## src/rtl/ervp_loop_index_streamer.sv

```systemverilog
// rtl/ervp_loop_index_streamer.sv - two-level nested (row, col) index streamer with valid/ready output
// Optional address generator enabled by `define ERVP_LOOP_INDEX_STREAMER_ADDR_EN.
module ervp_loop_index_streamer #(
  parameter int BW_ROW  = 8,
  parameter int BW_COL  = 8,
  parameter int BW_ADDR = 32
) (
  input  logic              clk,
  input  logic              rstnn,
  input  logic              start,
  input  logic              clear,
  input  logic [BW_ROW-1:0] cfg_row_last,
  input  logic [BW_COL-1:0] cfg_col_last,
`ifdef ERVP_LOOP_INDEX_STREAMER_ADDR_EN
  input  logic [BW_ADDR-1:0] cfg_base,
  input  logic [BW_ADDR-1:0] cfg_row_stride,
  input  logic [BW_ADDR-1:0] cfg_col_stride,
  output logic [BW_ADDR-1:0] o_addr,
`endif
  output logic              busy,
  output logic              done,
  output logic              o_valid,
  input  logic              o_ready,
  output logic [BW_ROW-1:0] o_row,
  output logic [BW_COL-1:0] o_col,
  output logic              o_first,
  output logic              o_col_last,
  output logic              o_row_last,
  output logic              o_last
);

  typedef enum logic [1:0] {
    S_IDLE = 2'd0,
    S_RUN  = 2'd1,
    S_DONE = 2'd2
  } state_t;

  state_t            state_q;
  logic [BW_ROW-1:0] row_q, row_d, row_last_q;
  logic [BW_COL-1:0] col_q, col_d, col_last_q;
  logic              xfer;
  logic              col_hit;
  logic              row_hit;
  logic              last_hit;

  if (BW_ROW < 1 || BW_COL < 1 || BW_ADDR < 1) begin : g_param_check
    $error("ervp_loop_index_streamer: widths must be at least 1");
  end

  assign col_hit  = (col_q == col_last_q);
  assign row_hit  = (row_q == row_last_q);
  assign last_hit = col_hit && row_hit;
  assign xfer     = (state_q == S_RUN) && o_ready;

  assign busy       = (state_q != S_IDLE);
  assign done       = (state_q == S_DONE);
  assign o_valid    = (state_q == S_RUN);
  assign o_row      = row_q;
  assign o_col      = col_q;
  assign o_first    = (row_q == '0) && (col_q == '0);
  assign o_col_last = col_hit;
  assign o_row_last = row_hit;
  assign o_last     = last_hit;

  // Column advances first; on a column wrap the row advances, and the final pair rewinds both.
  always_comb begin
    row_d = row_q;
    col_d = col_q;
    if (xfer) begin
      if (last_hit) begin
        row_d = '0;
        col_d = '0;
      end else if (!col_hit) begin
        col_d = col_q + 1'b1;
      end else begin
        col_d = '0;
        row_d = row_q + 1'b1;
      end
    end
  end

`ifdef ERVP_LOOP_INDEX_STREAMER_ADDR_EN
  logic [BW_ADDR-1:0] addr_q, addr_d;
  logic [BW_ADDR-1:0] row_base_q, row_base_d;
  logic [BW_ADDR-1:0] base_q, row_stride_q, col_stride_q;

  assign o_addr = addr_q;

  // Strength-reduced base + row*row_stride + col*col_stride.
  always_comb begin
    addr_d     = addr_q;
    row_base_d = row_base_q;
    if (xfer) begin
      if (last_hit) begin
        addr_d     = base_q;
        row_base_d = base_q;
      end else if (!col_hit) begin
        addr_d = addr_q + col_stride_q;
      end else begin
        row_base_d = row_base_q + row_stride_q;
        addr_d     = row_base_q + row_stride_q;
      end
    end
  end

  always_ff @(posedge clk or negedge rstnn) begin
    if (!rstnn) begin
      addr_q       <= '0;
      row_base_q   <= '0;
      base_q       <= '0;
      row_stride_q <= '0;
      col_stride_q <= '0;
    end else if (clear) begin
      addr_q     <= '0;
      row_base_q <= '0;
    end else if (state_q == S_IDLE) begin
      if (start) begin
        addr_q       <= cfg_base;
        row_base_q   <= cfg_base;
        base_q       <= cfg_base;
        row_stride_q <= cfg_row_stride;
        col_stride_q <= cfg_col_stride;
      end
    end else begin
      addr_q     <= addr_d;
      row_base_q <= row_base_d;
    end
  end
`endif

  always_ff @(posedge clk or negedge rstnn) begin
    if (!rstnn) begin
      state_q    <= S_IDLE;
      row_q      <= '0;
      col_q      <= '0;
      row_last_q <= '0;
      col_last_q <= '0;
    end else if (clear) begin
      state_q <= S_IDLE;
      row_q   <= '0;
      col_q   <= '0;
    end else begin
      case (state_q)
        S_IDLE: begin
          if (start) begin
            state_q    <= S_RUN;
            row_last_q <= cfg_row_last;
            col_last_q <= cfg_col_last;
            row_q      <= '0;
            col_q      <= '0;
          end
        end
        S_RUN: begin
          row_q <= row_d;
          col_q <= col_d;
          if (xfer && last_hit) begin
            state_q <= S_DONE;
          end
        end
        S_DONE: begin
          state_q <= S_IDLE;
        end
        default: begin
          state_q <= S_IDLE;
        end
      endcase
    end
  end

endmodule

```

## config.mk

```make
export PLATFORM = sky130hd
export DESIGN_NAME = ervp_loop_index_streamer
export DESIGN_NICKNAME = d
export VERILOG_FILES = /design/src/rtl/ervp_loop_index_streamer.sv
export SDC_FILE = /design/constraint.sdc
export NUM_CORES = 1
export LEC_CHECK = 0
export BUFFER_PORTS_ARGS = -buffer_cell sky130_fd_sc_hd__buf_2
export CAP_MARGIN = 20
export CORE_AREA = 2 2 66 68
export CTS_CLUSTER_DIAMETER = 50
export CTS_CLUSTER_SIZE = 25
export DETAILED_ROUTE_END_ITERATION = 16
export DIE_AREA = 0 0 68 70
export GPL_ROUTABILITY_DRIVEN = 0
export PLACE_DENSITY_LB_ADDON = 0.12
export SYNTH_ARGS = -nofsm -noshare
export SYNTH_HDL_FRONTEND = slang
export SYNTH_SLANG_ARGS = --single-unit
```

## constraint.sdc

```tcl
create_clock -name clk -period 1.7 [get_ports clk]
set_clock_uncertainty 0.2 [all_clocks]
set_input_delay 0.17 -clock clk [delete_from_list [all_inputs] [get_ports clk]]
set_output_delay 0.17 -clock clk [all_outputs]
set_load 0.05 [all_outputs]
```

# Word-level counts from Yosys, hierarchy flattened
# Index checks and enable logic that the tools add are counted.
dict set report word_totals {
  regBits 34
  in_bits 21
  output_inout_bits 23
  wordCells 44
}
dict set report classes {
  addsub 2
  n_eq_ne 8
  mux 15
  bitwise 1
  reduce_logical 13
}
# operator n
set ops {}
lappend ops {{2-to-1 mux 8 bit} 9}
lappend ops {{one-hot mux 8 bit (2 select lines)} 2}
lappend ops {{adder 8 x 1 -> 8 bit (second input constant)} 2}
lappend ops {{equality test 8 bit} 2}
lappend ops {{logical NOT 8 bit} 2}
lappend ops {{2-to-1 mux 2 bit} 3}
lappend ops {{inequality test 3 x 2 -> 1 bit (second input constant)} 2}
lappend ops {{AND reduction 3 bit} 2}
lappend ops {{logical AND 1 bit} 4}
lappend ops {{inequality test 4 x 2 -> 1 bit (second input constant)} 1}
lappend ops {{one-hot mux 2 bit (2 select lines)} 1}
lappend ops {{AND reduction 4 bit} 1}
lappend ops {{inequality test 3 bit (second input constant)} 1}
lappend ops {{nonzero test 3 bit} 1}
lappend ops {{equality test 2 x 1 -> 1 bit (second input constant)} 1}
lappend ops {{equality test 2 bit (second input constant)} 1}
lappend ops {{logical NOT 2 bit} 1}
lappend ops {{AND reduction 2 bit} 1}
lappend ops {{nonzero test 2 bit} 1}
lappend ops {{NOT 1 bit} 1}

# Logic depth before layout (Yosys ltp)
# Gate-level depths: netlist of the first run.
dict set report depth {
  word_depth 6
  depth_mapped 6
}

# Least setup slack after synthesis of the first run
# OpenSTA, ideal clock, no wires.
dict set report synth_timing {
  kind {register -> output}
  start {register col_q[3] (netlist: o_col[3])}
  end {output port o_first}
  t_arrival_ps 2791
  slack_ps -1461
  stages_incl_launch_ff 4
  cell_sequence {dfrtp_1 > clkbuf_1 > or4_1 > nor4_1}
}
dict set report synth_via {
  elab_chain_len 2
}
# item line_no
set synth_rtl {}
lappend synth_rtl {{start, declared} 40} ;# logic [BW_COL-1:0] col_q, col_d, col_last_q;
lappend synth_rtl {{start signal, assigned} 155} ;# col_q <= col_d;
lappend synth_rtl {{logical NOT 8 bit} 60} ;# assign o_first = (row_q == '0) && (col_q == '0);
lappend synth_rtl {{logical AND 1 bit} 60}
lappend synth_rtl {{end, declared} 26} ;# output logic o_first,
# No other way between the ends.

# Worst setup path after layout of the first run
dict set report layout_timing {
  start {register col_q[2] (netlist: o_col[2])}
  end {output port o_first}
}
# Same word-level chain as after synthesis.

==> impl_metrics.csv, run 1 <==
group,metric,value,unit
cts,path_clk_slew,0.07,ns
sta,tightest_slew,0.439,ns
finish,nets,311,
cts,cts_root_buf,"clkbuf_8",
status,status,"finished with violations",
drt,totalWireLength,5.25,mm
finish,areaGrowthSynthToFinish,56.7,%
synthesis,ys_seq_area_share,44.7,%
sta,setup_viol,30,
synthesis,yosys_warnings,0,
min_path,hp-class,"input pin to register",
cts,insertion_delay,0.29,ns
job,drv_cap,0,
drt,wl_per_cell,15.5,microns
global_routing,grt_usage,24.0,%
worst_setup_path,rrSetupSlack,-0.25,ns
synthesis,synthArstFlopShare,100,%
finish,finalInstanceArea,2980,sq um
worst_setup_path,worstReg2RegEnd,"o_col[2]",
synthesis,synth-edff-count,0,
placed_design,placement.io_buffers,43,
finish,regArea,870,sq um
synthesis,synthFlopType,"dfrtp_1",
worst_setup_path,worstPathArrival,1.69,ns
worst_setup_path,worstSetupStartpointType,"register",
global_routing,grt_first_pass_wirelength,8.49,mm
worst_setup_path,rr_startpoint,"o_col[2]",
power_and_ir_drop,power_density,777,nW/um^2
drt,ant_nets,0,
power_and_ir_drop,finalPower,2.32,mW
min_path,whs_endpoint,"state_q[1]",
drt,drt_iter0_markers,87,
power_and_ir_drop,irDropWorstVdd,0.539,mV
min_path,hold_depth,4,
sta,slew_violations,0,
sta,postLayoutSetupSlackWorst,-0.362,ns
placed_design,hpwl,3.65,mm
finish,utilization,72.0,%
global_routing,grt_max_degree,35,
status,violations,"setup timing",
placed_design,post-place-ws,-0.265,ns
sta,finalSetupTns,-4.52,ns
synthesis,synth_cell_types,42,
finish,fillers,318,
floorplan,initial_core_util,45.9,%
sta,max-slew-margin-rel,70.8,%
drt,drc,0,
floorplan,rows,24,
placed_design,placed_cells,302,
floorplan,die-area,4760,sq um
cts,numCtsBuffers,5,
placed_design,place_area,2500,sq um
floorplan,die_w,68,microns
cts,cts_tree,"done",
finish,num_antenna_cells,0,
worst_setup_path,end_kind,"output pin",
power_and_ir_drop,leakage,1.42,nW
worst_setup_path,rr_worst_depth,7,
drt,vias_per_cell,5.13,
global_routing,grt_pass1_vias,1854,
drt,vias,1740,
global_routing,grt-ovfl-total,0,
sta,hold_viol,0,
min_path,min_from,"clear",
worst_setup_path,path_max_fanout,4,
finish,layoutNonFillerInstCount,339,
sta,fin_hold_ws,0.0500,ns
cts,cts_max_path_buffers,2,
floorplan,io_pins,44,
finish,drive_gt1_share,51.2,%
sta,layout_min_cycle_time,2.06,ns
sta,max_freq,485,MHz
synthesis,syn_nets,204,
floorplan,die_h,70,microns
finish,multi_input_area,1140,sq um
synthesis,ys_ff_latch,34,
sta,fin_crit_sh,121,%
sta,rsz0062_at_grt,"yes",
synthesis,synth_area,1900,sq um
floorplan,core,4140,sq um
cts,clock_sinks,34,
cts,cts.htree.levels,2,
global_routing,antenna_found_initial,0,
synthesis,synthCells,179,
drt,drt_pass1_iterations,4,
synthesis,avgSynthCellArea,10.6,sq um
worst_setup_path,required,1.33,ns
worst_setup_path,crit_type,"register to output pin",
[power breakdown]
group / leakage (nW) / internal [mW] / switching [mW] / total, mW
sequential: 0.413 / 0.900 / 0.0777 / 0.977
clock: 0.0524 / 0.439 / 0.289 / 0.728
combinational: 0.953 / 0.355 / 0.255 / 0.610
total: 1.42 / 1.69 / 0.622 / 2.32
[cells in the mapped netlist (2+ instances only)]
| cell | n | area share, % |
|---|---|---|
| nor2_1 | 13 | 2.6 |
| nand2_1 | 14 | 2.8 |
| nor4b_1 | 2 | 0.92 |
| nand4_1 | 4 | 1.3 |
| clkbuf_1 | 4 | 0.79 |
| ha_1 | 4 | 2.6 |
| dfrtp_1 | 34 | 45 |
| o2bb2ai_1 | 6 | 2.8 |
| mux2i_1 | 2 | 1.1 |
| o21ai_0 | 5 | 1.3 |
| or2_2 | 2 | 0.66 |
| a21boi_0 | 3 | 1.2 |
| a21oi_1 | 7 | 1.8 |
| xnor2_1 | 16 | 7.4 |
| and3_1 | 2 | 0.66 |
| a21o_1 | 3 | 1.2 |
| or3_1 | 2 | 0.66 |
| inv_1 | 4 | 0.79 |
| a22o_1 | 2 | 0.92 |
| nand3_1 | 5 | 1.3 |
| nor2b_1 | 4 | 1.3 |
| nor3_1 | 2 | 0.53 |
| and2_1 | 4 | 1.3 |
| mux2_2 | 17 | 10 |
[how the worst max path moves through the flow]
stage	endpoint	slack (ns)	depth (start not counted)	from
floorplan	state_q[0]	-0.71	5	o_col[6]
global placement	o_first	-0.15	6	o_col[0]
detailed placement	o_row[5]	-0.26	6	o_col[2]
CTS	o_first	-0.37	3	o_col[2]
global route	o_last	-0.44	5	o_col[0]
finish	o_first	-0.36	3	o_col[2]
[state kept, by name (all words and copies together) (netlist names)]
| name | cells |
|---|---|
| col_last_q | 8 |
| o_col | 8 |
| o_row | 8 |
| row_last_q | 8 |
| state_q | 2 |
[cell families after synthesis]
group | count (synthesis) | synth area share (%)
buf+inv | 11 | 2.63
xor+xnor | 16 | 7.36
compound gates | 33 | 12.7
simple gates | 62 | 18.9
fa+ha+maj | 4 | 2.63
mux | 19 | 11.1
flops | 34 | 44.7
[repair_timing]
action                                 4_1_cts  5_1_grt
setup endpoints to repair                   29       39
endpoints found under the hold margin       52        0
gates cloned                                 1        0
resized for setup                           28        4
hold buffers                                18        0
setup buffers                                6        4
pin swaps                                    9        4
[cell type report]
type                    count  share of cell area [%]
well taps                  52                    2.18
clock inverters             1                    1.01
repair buffers            107                    26.3
inverters                   4                   0.504
multi-input cells         134                    38.3
flip-flops and latches     34                    29.2
clock buffers               7                    2.56
[cell usage in the layout (no fill, tap or decap), types with 3 or more instances in the layout]
cell,n
mux2_4,17
inv_1,4
buf_2,38
xnor2_1,15
nand4_1,4
a21o_1,3
buf_4,43
clkbuf_8,5
nand2_1,13
a21oi_1,7
ha_1,3
nor2_1,11
o21ai_1,4
nor2b_1,4
dlygate4sd3_1,18
and2_1,4
buf_6,8
dfrtp_1,19
o2bb2ai_1,6
nand3_1,5
dfrtp_2,15
[routing by layer]
layer | up-vias | routed length, microns | GRT usage, %
li1 | 847 | - | -
met1 | 823 | 2150 | 28.6
met5 | - | 0 | 0
met4 | 0 | 87 | 7.33
met3 | 11 | 246 | 4.51
met2 | 59 | 2760 | 42.4
[critical path: stages (launching register included)]
cell and delay (ns):
dfrtp_2 0.43, or4_4 0.55, nor4_4 0.23, buf_6 0.19
No activity file was read; power rests on OpenSTA's default activity.
==> run 2, diff against run 1 <==
==> constraint.sdc (replaced) <==
create_clock -name clk -period 1.7 [get_ports clk]
set_clock_uncertainty 0.2 [all_clocks]
set_input_delay 0.085 -clock clk [delete_from_list [all_inputs] [get_ports clk]]
set_output_delay 0.085 -clock clk [all_outputs]
set_load 0.05 [all_outputs]
==> run 2 against run 1 <==
  * The flow still finishes with violations (setup timing)
  * Worst hold slack improved by 0.11 ns
  * Die area did not move
  * Critical path type unchanged
  * Flip-flop and latch count did not move
  * Critical endpoint is now o_last
  * First-iteration DRC count rose by 10%
==> impl_metrics.csv, run 2 (synthesis gave the netlist of run 1 again) <==
group,metric,value,unit
status,status,"finished with violations",
status,violations,"setup timing",
drt,vias,1808,
worst_setup_path,worstSetupStartpointType,"register",
sta,postLayoutSetupSlackWorst,-0.363,ns
cts,insertion_delay,0.28,ns
placed_design,hpwl,3.81,mm
finish,areaGrowthSynthToFinish,65.5,%
global_routing,grt_first_pass_wirelength,8.74,mm
sta,tightest_slew,0.446,ns
floorplan,core,4140,sq um
power_and_ir_drop,clockPowerShare,30.7,%
finish,mostFrequentLayoutCell,"buf_2",
floorplan,die_w,68,microns
global_routing,grt-ovfl-total,0,
cts,cts_root_buf,"clkbuf_8",
power_and_ir_drop,finalPower,2.40,mW
drt,drc,0,
worst_setup_path,path_max_fanout,4,
worst_setup_path,required,1.41,ns
power_and_ir_drop,irDropWorstVdd,0.739,mV
floorplan,die-area,4760,sq um
sta,max_freq,485,MHz
drt,drt_pass1_iterations,4,
drt,totalWireLength,5.71,mm
sta,layout_min_cycle_time,2.06,ns
sta,fin_crit_sh,121,%
sta,setup_viol,39,
power_and_ir_drop,leakage,1.53,nW
power_and_ir_drop,pwr-share-comb,28.1,%
power_and_ir_drop,swShare,28.0,%
finish,drive_gt1_share,57.0,%
global_routing,grt_usage,24.7,%
finish,nets,317,
cts,cts_tree,"done",
sta,finalSetupTns,-6.51,ns
finish,layout_common_cells,"buf_2, buf_4, dlygate4sd3_1, dfrtp_1, mux2_4",
min_path,hp-class,"input pin to asynchronous set/reset pin",
drt,vias_per_cell,5.24,
finish,layoutNonFillerInstCount,345,
finish,num_antenna_cells,0,
floorplan,rows,24,
global_routing,grt_pass1_vias,1804,
sta,fin_hold_ws,0.160,ns
floorplan,initial_core_util,45.9,%
power_and_ir_drop,switching_power,672,uW
placed_design,placed_cells,302,
placed_design,post-place-ws,-0.247,ns
finish,utilization,76.0,%
job,drv_cap,0,
placed_design,place_area,2500,sq um
drt,wl_per_cell,16.6,microns
cts,numCtsBuffers,5,
global_routing,antenna_found_initial,0,
drt,ant_nets,0,
cts,cts.htree.levels,2,
worst_setup_path,end_kind,"output pin",
drt,drt_iter0_markers,96,
power_and_ir_drop,p_int,1.73,mW
floorplan,die_h,70,microns
sta,rsz0062_at_grt,"yes",
cts,path_clk_slew,0.07,ns
power_and_ir_drop,p_seq_share,41.2,%
finish,fillers,281,
power_and_ir_drop,power_density,762,nW/um^2
global_routing,grt_max_degree,35,
cts,clock_sinks,34,
sta,slew_violations,0,
placed_design,placement.io_buffers,43,
floorplan,io_pins,44,
cts,cts_max_path_buffers,2,
finish,finalInstanceArea,3150,sq um
worst_setup_path,worstPathArrival,1.78,ns
worst_setup_path,crit_type,"register to output pin",
sta,max-slew-margin-rel,70.3,%
sta,hold_viol,0,
## run 2: cell types whose count changed in the layout (fill, tap and decap cells not counted), moves of 3 or more
cell	delta
a21oi_2	+3
buf_6	+8
xnor2_1	-6
buf_4	-5
a21oi_1	-3
xnor2_2	+6
## run 2: layer usage
layer	wire, microns	up-vias	global-route usage, %
met2	3090	47	44.9
met1	2340	886	28.4
met5	0	-	0
met4	99	0	6.44
met3	180	10	5.15
li1	-	865	-
## run 2: path summary, 6_finish.rpt
check | startpoint | to | slack [ns] | depth (start not counted)
setup reg to reg | o_col[3] | o_col[2] | -0.36 | 8
hold reg to reg | col_last_q[5] | col_last_q[5] | 0.34 | 1
setup / recovery | o_col[3] | o_last | -0.36 | 5
hold / removal | rstnn | col_last_q[4] | 0.16 | 3
min in group clk | clear | row_last_q[3] | 0.17 | 4
max in group asynchronous | rstnn | o_row[0] | 0.79 | 3
## run 2: repair_timing
item,4_1_cts,5_1_grt
hold buffers,19,0
pin swaps,11,11
endpoints found under the hold margin,52,0
setup endpoints to repair,19,38
buffers inserted,11,6
cloned,0,1
resized for setup,33,23
## run 2: power groups by stage
stage / Sequential, mW / Combinational [mW] / Clock (mW)
global route: 0.999 / 0.718 / 0.784
global placement: 0.984 / 0.481 / 0
detailed placement: 0.991 / 0.497 / 0
CTS: 0.982 / 0.602 / 0.740
floorplan: 0.983 / 0.333 / 0
finish: 0.990 / 0.675 / 0.736
## run 2: critical path, stage by stage, from the launching register on
cell	delay, ns
dfrtp_2	0.45
xnor2_2	0.18
nand4_2	0.18
buf_6	0.17
nor4_4	0.30
buf_6	0.21
## run 2: layout make-up
class | instances | area (sq um) | share of cell area [%]
Multi-Input combinational cell | 134 | 1220 | 38.9
Clock inverter | 3 | 40.0 | 1.27
Tap cell | 52 | 65.1 | 2.07
Sequential cell | 34 | 871 | 27.7
Clock buffer | 5 | 68.8 | 2.19
Timing Repair Buffer | 113 | 866 | 27.5
Inverter | 4 | 15.0 | 0.477
